### config.mk
export PLATFORM = sky130hd
export DESIGN_NAME = fnd_scan_ctrl
export DESIGN_NICKNAME = d
export VERILOG_FILES = /design/src/rtl/fnd_pkg.sv /design/src/rtl/fnd_prescaler.sv /design/src/rtl/fnd_scan_ctrl.sv
export SDC_FILE = /design/constraint.sdc
export NUM_CORES = 1
export LEC_CHECK = 0
export CAP_MARGIN = 10
export CELL_PAD_IN_SITES_DETAIL_PLACEMENT = 0
export CELL_PAD_IN_SITES_GLOBAL_PLACEMENT = 1
export CORE_UTILIZATION = 25
export CTS_CLUSTER_DIAMETER = 80
export DETAILED_ROUTE_END_ITERATION = 10
export HOLD_SLACK_MARGIN = 0.03
export PLACE_DENSITY = 0.56
export SYNTH_ARGS = -nofsm -noshare
export SYNTH_HDL_FRONTEND = slang
export SYNTH_SLANG_ARGS = --single-unit
export TNS_END_PERCENT = 30
### constraint.sdc
create_clock -name clk -period 3 [get_ports clk]
set_input_delay 0.75 -clock clk [delete_from_list [all_inputs] [get_ports clk]]
set_output_delay 0.75 -clock clk [all_outputs]
set_load 0.05 [all_outputs]
### src/rtl/fnd_pkg.sv
// Shared constants and types for the FND (7-segment) scan controller.
package fnd_pkg;

  localparam int unsigned FND_MAX_DIGITS = 8;
  localparam int unsigned FND_SEL_W      = 3;
  localparam logic [FND_MAX_DIGITS-1:0] FND_COM_OFF = 8'hFF;

  typedef logic [3:0] fnd_nibble_t;

  // Counter width for a 0..n-1 counter; a 1-bit register is kept even for n == 1.
  function automatic int unsigned fnd_cnt_width(input int unsigned n);
    return (n > 1) ? $clog2(n) : 1;
  endfunction

endpackage

### src/rtl/fnd_prescaler.sv
// Terminal-count prescaler: adv is high for one cycle out of every SCAN_DIV.
module fnd_prescaler
  import fnd_pkg::*;
#(
  parameter int unsigned SCAN_DIV = 50000
) (
  input  logic clk,
  input  logic rst,
  output logic adv
);

  localparam int unsigned CntW = fnd_cnt_width(SCAN_DIV);
  localparam logic [CntW-1:0] LastCnt = CntW'(SCAN_DIV - 1);

  logic [CntW-1:0] pcnt_q, pcnt_d;

  assign adv = (pcnt_q == LastCnt);

  always_comb begin
    pcnt_d = adv ? '0 : pcnt_q + 1'b1;
  end

  always_ff @(posedge clk or posedge rst) begin
    if (rst) begin
      pcnt_q <= '0;
    end else begin
      pcnt_q <= pcnt_d;
    end
  end

endmodule

### src/rtl/fnd_scan_ctrl.sv
// Time-multiplexed FND scan controller with frame-synchronous double buffering.
// Optional leading-zero blanking is enabled by defining FND_LZ_BLANK_EN.
module fnd_scan_ctrl
  import fnd_pkg::*;
#(
  parameter int unsigned NUM_DIGITS = 4,
  parameter int unsigned SCAN_DIV   = 50000
) (
  input  logic                      clk,
  input  logic                      rst,
  input  logic                      load,
  input  logic [4*NUM_DIGITS-1:0]   value,
  output logic [FND_SEL_W-1:0]      sel,
  output logic [3:0]                din,
  output logic [FND_MAX_DIGITS-1:0] com,
  output logic                      pending,
  output logic                      frame_tick
);

  localparam logic [FND_SEL_W-1:0] LastSel = FND_SEL_W'(NUM_DIGITS - 1);

  logic                             adv;
  logic                             wrap;
  logic [FND_SEL_W-1:0]             sel_q, sel_d;
  fnd_nibble_t [NUM_DIGITS-1:0]     active_q, active_d;
  fnd_nibble_t [NUM_DIGITS-1:0]     shadow_q, shadow_d;
  logic                             pending_q, pending_d;
  logic                             frame_tick_q, frame_tick_d;
  logic [NUM_DIGITS-1:0]            blank;

  fnd_prescaler #(
    .SCAN_DIV (SCAN_DIV)
  ) u_prescaler (
    .clk (clk),
    .rst (rst),
    .adv (adv)
  );

  // The wrap from the last digit back to digit 0 is the only commit point.
  assign wrap = adv && (sel_q == LastSel);

  always_comb begin
    sel_d        = sel_q;
    active_d     = active_q;
    shadow_d     = shadow_q;
    pending_d    = pending_q;
    frame_tick_d = wrap;

    if (adv) begin
      sel_d = wrap ? '0 : sel_q + 1'b1;
    end

    if (load) begin
      shadow_d  = value;
      pending_d = 1'b1;
    end

    // A load coinciding with the wrap bypasses the shadow so the newest value wins.
    if (wrap) begin
      if (load) begin
        active_d = value;
      end else if (pending_q) begin
        active_d = shadow_q;
      end
      pending_d = 1'b0;
    end
  end

  always_ff @(posedge clk or posedge rst) begin
    if (rst) begin
      sel_q        <= '0;
      active_q     <= '0;
      shadow_q     <= '0;
      pending_q    <= 1'b0;
      frame_tick_q <= 1'b0;
    end else begin
      sel_q        <= sel_d;
      active_q     <= active_d;
      shadow_q     <= shadow_d;
      pending_q    <= pending_d;
      frame_tick_q <= frame_tick_d;
    end
  end

`ifdef FND_LZ_BLANK_EN
  // Digit i (> 0) is blank when it and every more-significant digit are zero.
  always_comb begin
    logic zero_above;
    zero_above = 1'b1;
    blank      = '0;
    for (int i = int'(NUM_DIGITS) - 1; i >= 0; i--) begin
      zero_above = zero_above && (active_q[i] == 4'h0);
      blank[i]   = (i != 0) && zero_above;
    end
  end
`else
  assign blank = '0;
`endif

  always_comb begin
    din = 4'h0;
    for (int i = 0; i < int'(NUM_DIGITS); i++) begin
      if (sel_q == FND_SEL_W'(i)) begin
        din = active_q[i];
      end
    end
  end

  always_comb begin
    com = FND_COM_OFF;
    for (int i = 0; i < int'(NUM_DIGITS); i++) begin
      if ((sel_q == FND_SEL_W'(i)) && !blank[i]) begin
        com[i] = 1'b0;
      end
    end
  end

  assign sel        = sel_q;
  assign pending    = pending_q;
  assign frame_tick = frame_tick_q;

endmodule
==> results of run 1 <==
cell type report:
cell class	instances	area, µm²	area share [%]
clock buffer	5	68.8	2.29
clock inverter	3	21.3	0.707
inverter	4	15.0	0.499
multi-input combinational	124	1030	34.3
sequential	53	1330	44.1
tap	129	161	5.37
timing repair buffer	34	383	12.7
final timing paths:
kind / startpoint / end / slack (ps) / depth (start not counted)
worst max-delay path: sel[0] / com[2] / 240 / 4
worst min-delay path: u_prescaler.pcnt_q[0] / u_prescaler.pcnt_q[0] / 460 / 1
worst max register to register: u_prescaler.pcnt_q[13] / active_q[6] / 790 / 4
worst min register to register: u_prescaler.pcnt_q[0] / u_prescaler.pcnt_q[0] / 460 / 1
max in group asynchronous: rst / shadow_q[11] / 1660 / 3
min in group asynchronous: rst / u_prescaler.pcnt_q[0] / 800 / 2
kinds of logic after synthesis:
group           synth area share [%]
other cells                    0.155
flops                           54.8
buf+inv                         3.10
fa+ha+maj                       2.58
mux                             19.1
compound gates                  3.00
xor+xnor                        4.34
simple gates                    12.9
synthesized netlist by cell type (all sizes together), types with 3 or more instances:
| cell type | instances | area (µm²) |
|---|---|---|
| xnor2 | 9 | 78.8 |
| nand3 | 5 | 25.0 |
| dfrtp | 53 | 1330 |
| o21ai | 6 | 30.0 |
| ha | 5 | 62.6 |
| mux2 | 36 | 443 |
| xor2 | 3 | 26.3 |
| clkbuf | 4 | 15.0 |
| nand2b | 5 | 31.3 |
| inv | 4 | 15.0 |
| buf | 6 | 45.0 |
| nor2 | 12 | 45.0 |
| nand4 | 5 | 31.3 |
| nand2 | 14 | 52.6 |
| a22o | 4 | 35.0 |
sequential cells by signal, summed over array words and instances, names as in the netlist:
| signal | count |
|---|---|
| frame_tick | 1 |
| u_prescaler.pcnt_q | 16 |
| shadow_q | 16 |
| sel | 3 |
| pending | 1 |
| active_q | 16 |
power by group through the flow:
stage / clock network [mW] / registers [mW] / logic (mW)
3_3_place_gp: 0 / 0.753 / 0.0898
2_1_floorplan: 0 / 0.752 / 0.0563
6_report: 0.406 / 0.739 / 0.0873
5_1_grt: 0.461 / 0.742 / 0.0968
4_1_cts: 0.428 / 0.739 / 0.0907
3_5_place_dp: 0 / 0.754 / 0.0906
worst max-delay path: stages (launching register included):
cell	delay, ps
dfrtp_1	410
inv_1	100
ha_1	300
nand2b_1	100
clkdlybuf4s50_1	800
through the flow:
step / instance area (µm²) / hold slack [ps]
finish: 3010 / 460
global route: 3010 / 487
CTS: 3010 / 465
detailed placement: 2920 / 451
global placement: 2920 / 448
floorplan: 2430 / 425
layer usage:
metal  vias up  track usage, %
met4         0            3.34
li1        706               -
met1       704            14.5
met3         2            2.99
met5         -               0
met2        23            14.1
==> impl_metrics.csv, run 1 <==
group,metric,value,unit
power,leakagePower,1.38,nW
logic_synthesis,synth-main-ff-cell,"dfrtp_1",
logic_synthesis,synth.distinct_cells,31,
logic_synthesis,yosysSeqAreaShare,54.8,%
global_route,grt_usage,10.0,%
power,p_int,0.945,mW
timing,min_period,2760,ps
timing,relSlewSlack,57.5,%
timing,fmax,362,MHz
clock_network,cts_hold_buf,0,
clock_network,cts_tree,"yes",
floorplan,row_count,35,
power,ir_drop,174,µV
setup_path,cp.required,2250,ps
layout,areaGrowthSynthToFinish,24.2,%
power,p_switching,0.288,mW
logic_synthesis,async_reset_ff_share,100,%
drt,top_layer_used,"met4",
timing,rsz0062_at_grt,"false",
power,p_comb_share,7.1,%
drt,met2_wirelength,1.96,mm
power,p_clk_share,33.0,%
place,routabilityCongestion,0.741,
clock_network,htree_levels,2,
logic_synthesis,ys_warn_count,0,
layout,final_nets,246,
logic_synthesis,synth_edf_count,0,
timing,hold_violations,0,
setup_path,endpoint_kind,"primary output",
layout,num_antenna_cells,0,
place,dp_cells,344,
logic_synthesis,synthCells,188,
clock_network,clk_latency,300,ps
clock_network,cts_sinks,53,
drt,wl_met1,2.42,mm
global_route,grt_first_pass_wirelength,7.71,mm
clock_network,cts-buffers-inserted,5,
layout,fillerInstances,940,
timing,worst_pin_slew,636,ps
floorplan,die_w,100,µm
clock_network,cts-root-buf,"clkbuf_8",
power,powerDensity,410,nW/µm²
global_route,gr-total-overflow,0,
run_status,outcome,"completed",
floorplan,start_util,26.0,%
layout,final_common_cell,"dfrtp_1",
global_route,antenna_found_initial,0,
timing,worst_slack,238,ps
place,dp_hpwl,3.32,mm
clock_network,clock_path_buffers,2,
layout,finalNonFillerCells,352,
setup_path,cp_max_fo,5,
drt,wl,4.63,mm
floorplan,io_pins,36,
timing,final_max_slew_viol_count,0,
power,swShare,23.4,%
layout,utilization,32.2,%
min_path,min_path_type,"register to register",
floorplan,design.core.area,9330,µm²
floorplan,die_area,10100,µm²
drt,via_per_inst,4.08,
drt,firstDrtPassIters,4,
layout,drive_above_1_share,25.1,%
timing,clock_skew,5.66,ps
global_route,grt_max_degree,31,
power,finalPower,1.23,mW
clock_network,clk_pin_slew_worst_paths,100,ps
global_route,grt_pass1_vias,1426,
power,power.share.sequential,60.0,%
logic_synthesis,avgSynthCellArea,12.9,µm²
drt,remaining_drc_errors,0,
setup_path,cp.arrival,2010,ps
place,io_buffers,31,
timing,finalSetupViolations,0,
drt,vias,1435,
setup_path,path_class,"register to primary output",
drt,wl_met3,207,µm
drt,antenna_left,0,
run,drv_cap,0,
clock_network,cts_resized,0,
timing,fin_crit_sh,92.1,%
timing,finalSetupTns,0,ps
layout,final_cell_mix,"53 x dfrtp_1, 26 x mux2_2, 26 x clkdlybuf4s50_1, 14 x nand2_1, 12 x nor2_1",
logic_synthesis,netlist_area,2420,µm²
drt,wire_per_inst,13.2,µm
logic_synthesis,ys_ff_latch,53,
drt,dr.first_iter.drc_count,37,
clock_network,post_cts_buffers,0,
floorplan,fp.dieH,100,µm
place,place_ws,569,ps
setup_path,cp-start-kind,"register",
Power figures use the tool's default switching activity.
==> inputs of run 2 (changes only) <==
--- a/config.mk
+++ b/config.mk
@@ -5,6 +5,7 @@
 export SDC_FILE = /design/constraint.sdc
 export NUM_CORES = 1
 export LEC_CHECK = 0
+export ABC_AREA = 1
 export CAP_MARGIN = 10
 export CELL_PAD_IN_SITES_DETAIL_PLACEMENT = 0
 export CELL_PAD_IN_SITES_GLOBAL_PLACEMENT = 1
@@ -12,7 +13,7 @@
 export CTS_CLUSTER_DIAMETER = 80
 export DETAILED_ROUTE_END_ITERATION = 10
 export HOLD_SLACK_MARGIN = 0.03
-export PLACE_DENSITY = 0.56
+export PLACE_DENSITY = 0.59
 export SYNTH_ARGS = -nofsm -noshare
 export SYNTH_HDL_FRONTEND = slang
 export SYNTH_SLANG_ARGS = --single-unit
==> impl_metrics.csv, run 2 <==
group,metric,value,unit
run_status,outcome,"completed",
logic_synthesis,netlist_area,2670,µm²
setup_path,crit_path_top_delay_cell,"clkdlybuf4s50_1",
layout,num_antenna_cells,0,
global_route,grt_usage,12.5,%
timing,fin_hold_ws,481,ps
drt,wire_per_inst,12.4,µm
logic_synthesis,synth_top_cell_area_share,49.7,%
clock_network,clk_latency,310,ps
drt,wl,6.20,mm
timing,worst_slack,153,ps
min_path,holdCritStartpoint,"shadow_q[3]",
setup_path,r2r_cells,7,
layout,register_area,1330,µm²
power,p_clk_share,41.3,%
layout,reg_top3,"active_q (16), shadow_q (16), u_prescaler.pcnt_q (16)",
setup_path,cp.required,2250,ps
clock_network,post_cts_buffers,0,
setup_path,rr_startpoint,"u_prescaler.pcnt_q[0]",
power,powerDensity,438,nW/µm²
logic_synthesis,netlist_top_cells_area,"dfrtp_1 50%, nand2_1 18%, inv_1 4.8%, nor2_1 4.1%, nand4_1 4.0%",
logic_synthesis,ys_ff_latch,53,
power,swShare,21.6,%
logic_synthesis,synth.distinct_cells,24,
global_route,grt_pass1_vias,2253,
timing,clock_skew,6.81,ps
layout,multi_input_area,1090,µm²
setup_path,critical-path-max-stage-delay,710,ps
setup_path,regToRegEndpoint,"active_q[9]",
setup_path,cpMostUsedCell,"inv_1",
timing,relSlewSlack,58.8,%
power,finalPower,1.40,mW
min_path,hold_end,"shadow_q[3]",
floorplan,start_util,25.8,%
setup_path,reg2reg_slack,1200,ps
layout,areaGrowthSynthToFinish,19.9,%
layout,final_cell_mix,"129 x nand2_1, 53 x dfrtp_1, 33 x inv_1, 29 x nor2_1, 25 x clkdlybuf4s50_1",
power,ir_drop,160,µV
logic_synthesis,synth.largest_area_cell,"dfrtp_1",
setup_path,cp-start-kind,"register",
timing,fin_crit_sh,94.9,%
clock_network,cts_tree,"yes",
timing,rsz0062_at_grt,"false",
place,place_ws,479,ps
timing,fmax,351,MHz
clock_network,clk_pin_slew_worst_paths,100,ps
min_path,holdPathStages,2,
timing,finalSetupTns,0,ps
global_route,gr-total-overflow,0,
place,dp_hpwl,4.45,mm
logic_synthesis,synthCells,334,
drt,dr.first_iter.drc_count,67,
floorplan,row_count,37,
logic_synthesis,synth_edf_count,0,
clock_network,clock_path_buffers,2,
drt,remaining_drc_errors,0,
layout,finalNonFillerCells,502,
place,io_buffers,31,
clock_network,cts_sinks,53,
drt,vias,2106,
timing,final_max_slew_viol_count,0,
run,drv_cap,0,
place,routabilityCongestion,0.757,
timing,min_period,2850,ps
global_route,grtUsageMet3,2.29,%
setup_path,cp_max_fo,5,
floorplan,die_w,105,µm
floorplan,design.core.area,10300,µm²
drt,antenna_left,0,
timing,hold_violations,0,
floorplan,die_area,11100,µm²
layout,final_nets,389,
power,power.share.sequential,52.6,%
power,p_comb_share,6.1,%
logic_synthesis,avgSynthCellArea,7.98,µm²
layout,final_common_cell,"nand2_1",
global_route,grt_use_met1,15.1,%
global_route,grt_first_pass_wirelength,10.8,mm
floorplan,fp.dieH,105,µm
min_path,min_path_type,"register to register",
timing,finalSetupViolations,0,
timing,worst_pin_slew,616,ps
logic_synthesis,async_reset_ff_share,100,%
clock_network,cts_hold_buf,0,
setup_path,path_class,"register to primary output",
setup_path,endpoint_kind,"primary output",
layout,drive_above_1_share,7.65,%
place,dp_cells,494,
power,p_switching,0.303,mW
setup_path,path_cells,"inv_1, ha_1, inv_1, nor2_1, inv_1, clkdlybuf4s50_1",
global_route,antenna_found_initial,0,
logic_synthesis,ys_warn_count,0,
logic_synthesis,synth-main-ff-cell,"dfrtp_1",
clock_network,cts-buffers-inserted,5,
drt,via_per_inst,4.20,
logic_synthesis,yosysSeqAreaShare,49.7,%
global_route,grt_use_met2,22.6,%
floorplan,io_pins,36,
layout,fillerInstances,1126,
power,leakagePower,1.63,nW
drt,firstDrtPassIters,4,
clock_network,cts-root-buf,"clkbuf_8",
logic_synthesis,synth_common_cells,"129 x nand2_1, 53 x dfrtp_1, 34 x inv_1, 29 x nor2_1, 17 x nand4_1",
global_route,busiest_layer,"met2",
logic_synthesis,post-synth-top-count-cell,"nand2_1",
global_route,grt_max_degree,34,
clock_network,htree_levels,2,
power,p_int,1.10,mW
setup_path,cp.arrival,2100,ps
[run 2: cell count changes in the layout (fill, tap and decap cells not counted), moves of 10 or more]
| cell | previous run | this run |
|---|---|---|
| inv_1 | 3 | 33 |
| mux2_2 | 26 | 0 |
| nand2_1 | 14 | 129 |
| nand4_1 | 5 | 17 |
| nor2_1 | 12 | 29 |
| nand3_1 | 5 | 16 |
| mux2_4 | 10 | 0 |
[run 2: area by class of cell]
cell class | instances | area share [%]
tap | 136 | 5.32
sequential | 53 | 41.5
multi-input combinational | 235 | 34.2
clock buffer | 5 | 2.15
inverter | 35 | 4.11
clock inverter | 3 | 2.04
timing repair buffer | 35 | 10.7
[run 2: power by group through the flow]
stage	sequential, mW	combinational [mW]	clock, mW
floorplan	0.750	0.0524	0
global placement	0.751	0.0876	0
detailed placement	0.751	0.0882	0
CTS	0.737	0.0885	0.597
global route	0.740	0.0979	0.618
finish	0.737	0.0849	0.578
[run 2: per-stage QoR]
stage | utilization [%] | area [µm²]
after floorplan | - | 2680
after global placement | 29.6 | 3060
after detailed placement | 29.6 | 3060
after CTS | 30.9 | 3190
after global routing | 31.0 | 3200
final | 31.0 | 3200
[run 2: how the worst max path moves through the flow]
stage,slack [ps],startpoint,to
after floorplan,140,sel[0],din[0]
after global placement,490,sel[0],com[2]
after detailed placement,480,sel[0],com[2]
after CTS,120,sel[0],com[2]
after global routing,20,sel[1],com[1]
final,150,sel[1],com[1]
[run 2: per-layer routing]
| layer | up-vias | share of wire, % |
|---|---|---|
| li1 | 1089 | - |
| met1 | 972 | 45 |
| met5 | - | 0 |
| met3 | 7 | 4.5 |
| met4 | 0 | 0.97 |
| met2 | 38 | 50 |
[run 2: kinds of logic after synthesis]
kind of cell | after synthesis | share of synthesized area (%)
adders and majority gates | 5 | 2.35
other | 1 | 0.141
AOI/OAI and AO/OA | 8 | 1.50
xor gates and xnor gates | 7 | 2.30
buffers and inverters | 49 | 9.71
DFF | 53 | 49.7
and+or+nand+nor | 211 | 34.3
[run 2: critical path, delay by kind of cell, from the launching register on]
family	cells	cell delay, ps
adders and majority gates	1	170
buffers and inverters	4	930
DFF	1	430
and+or+nand+nor	1	270
[run 2: timing repair]
action                                  CTS  global route
hold endpoints to repair                  0             0
resized for setup                         0             1
endpoints found under the setup margin    0             1
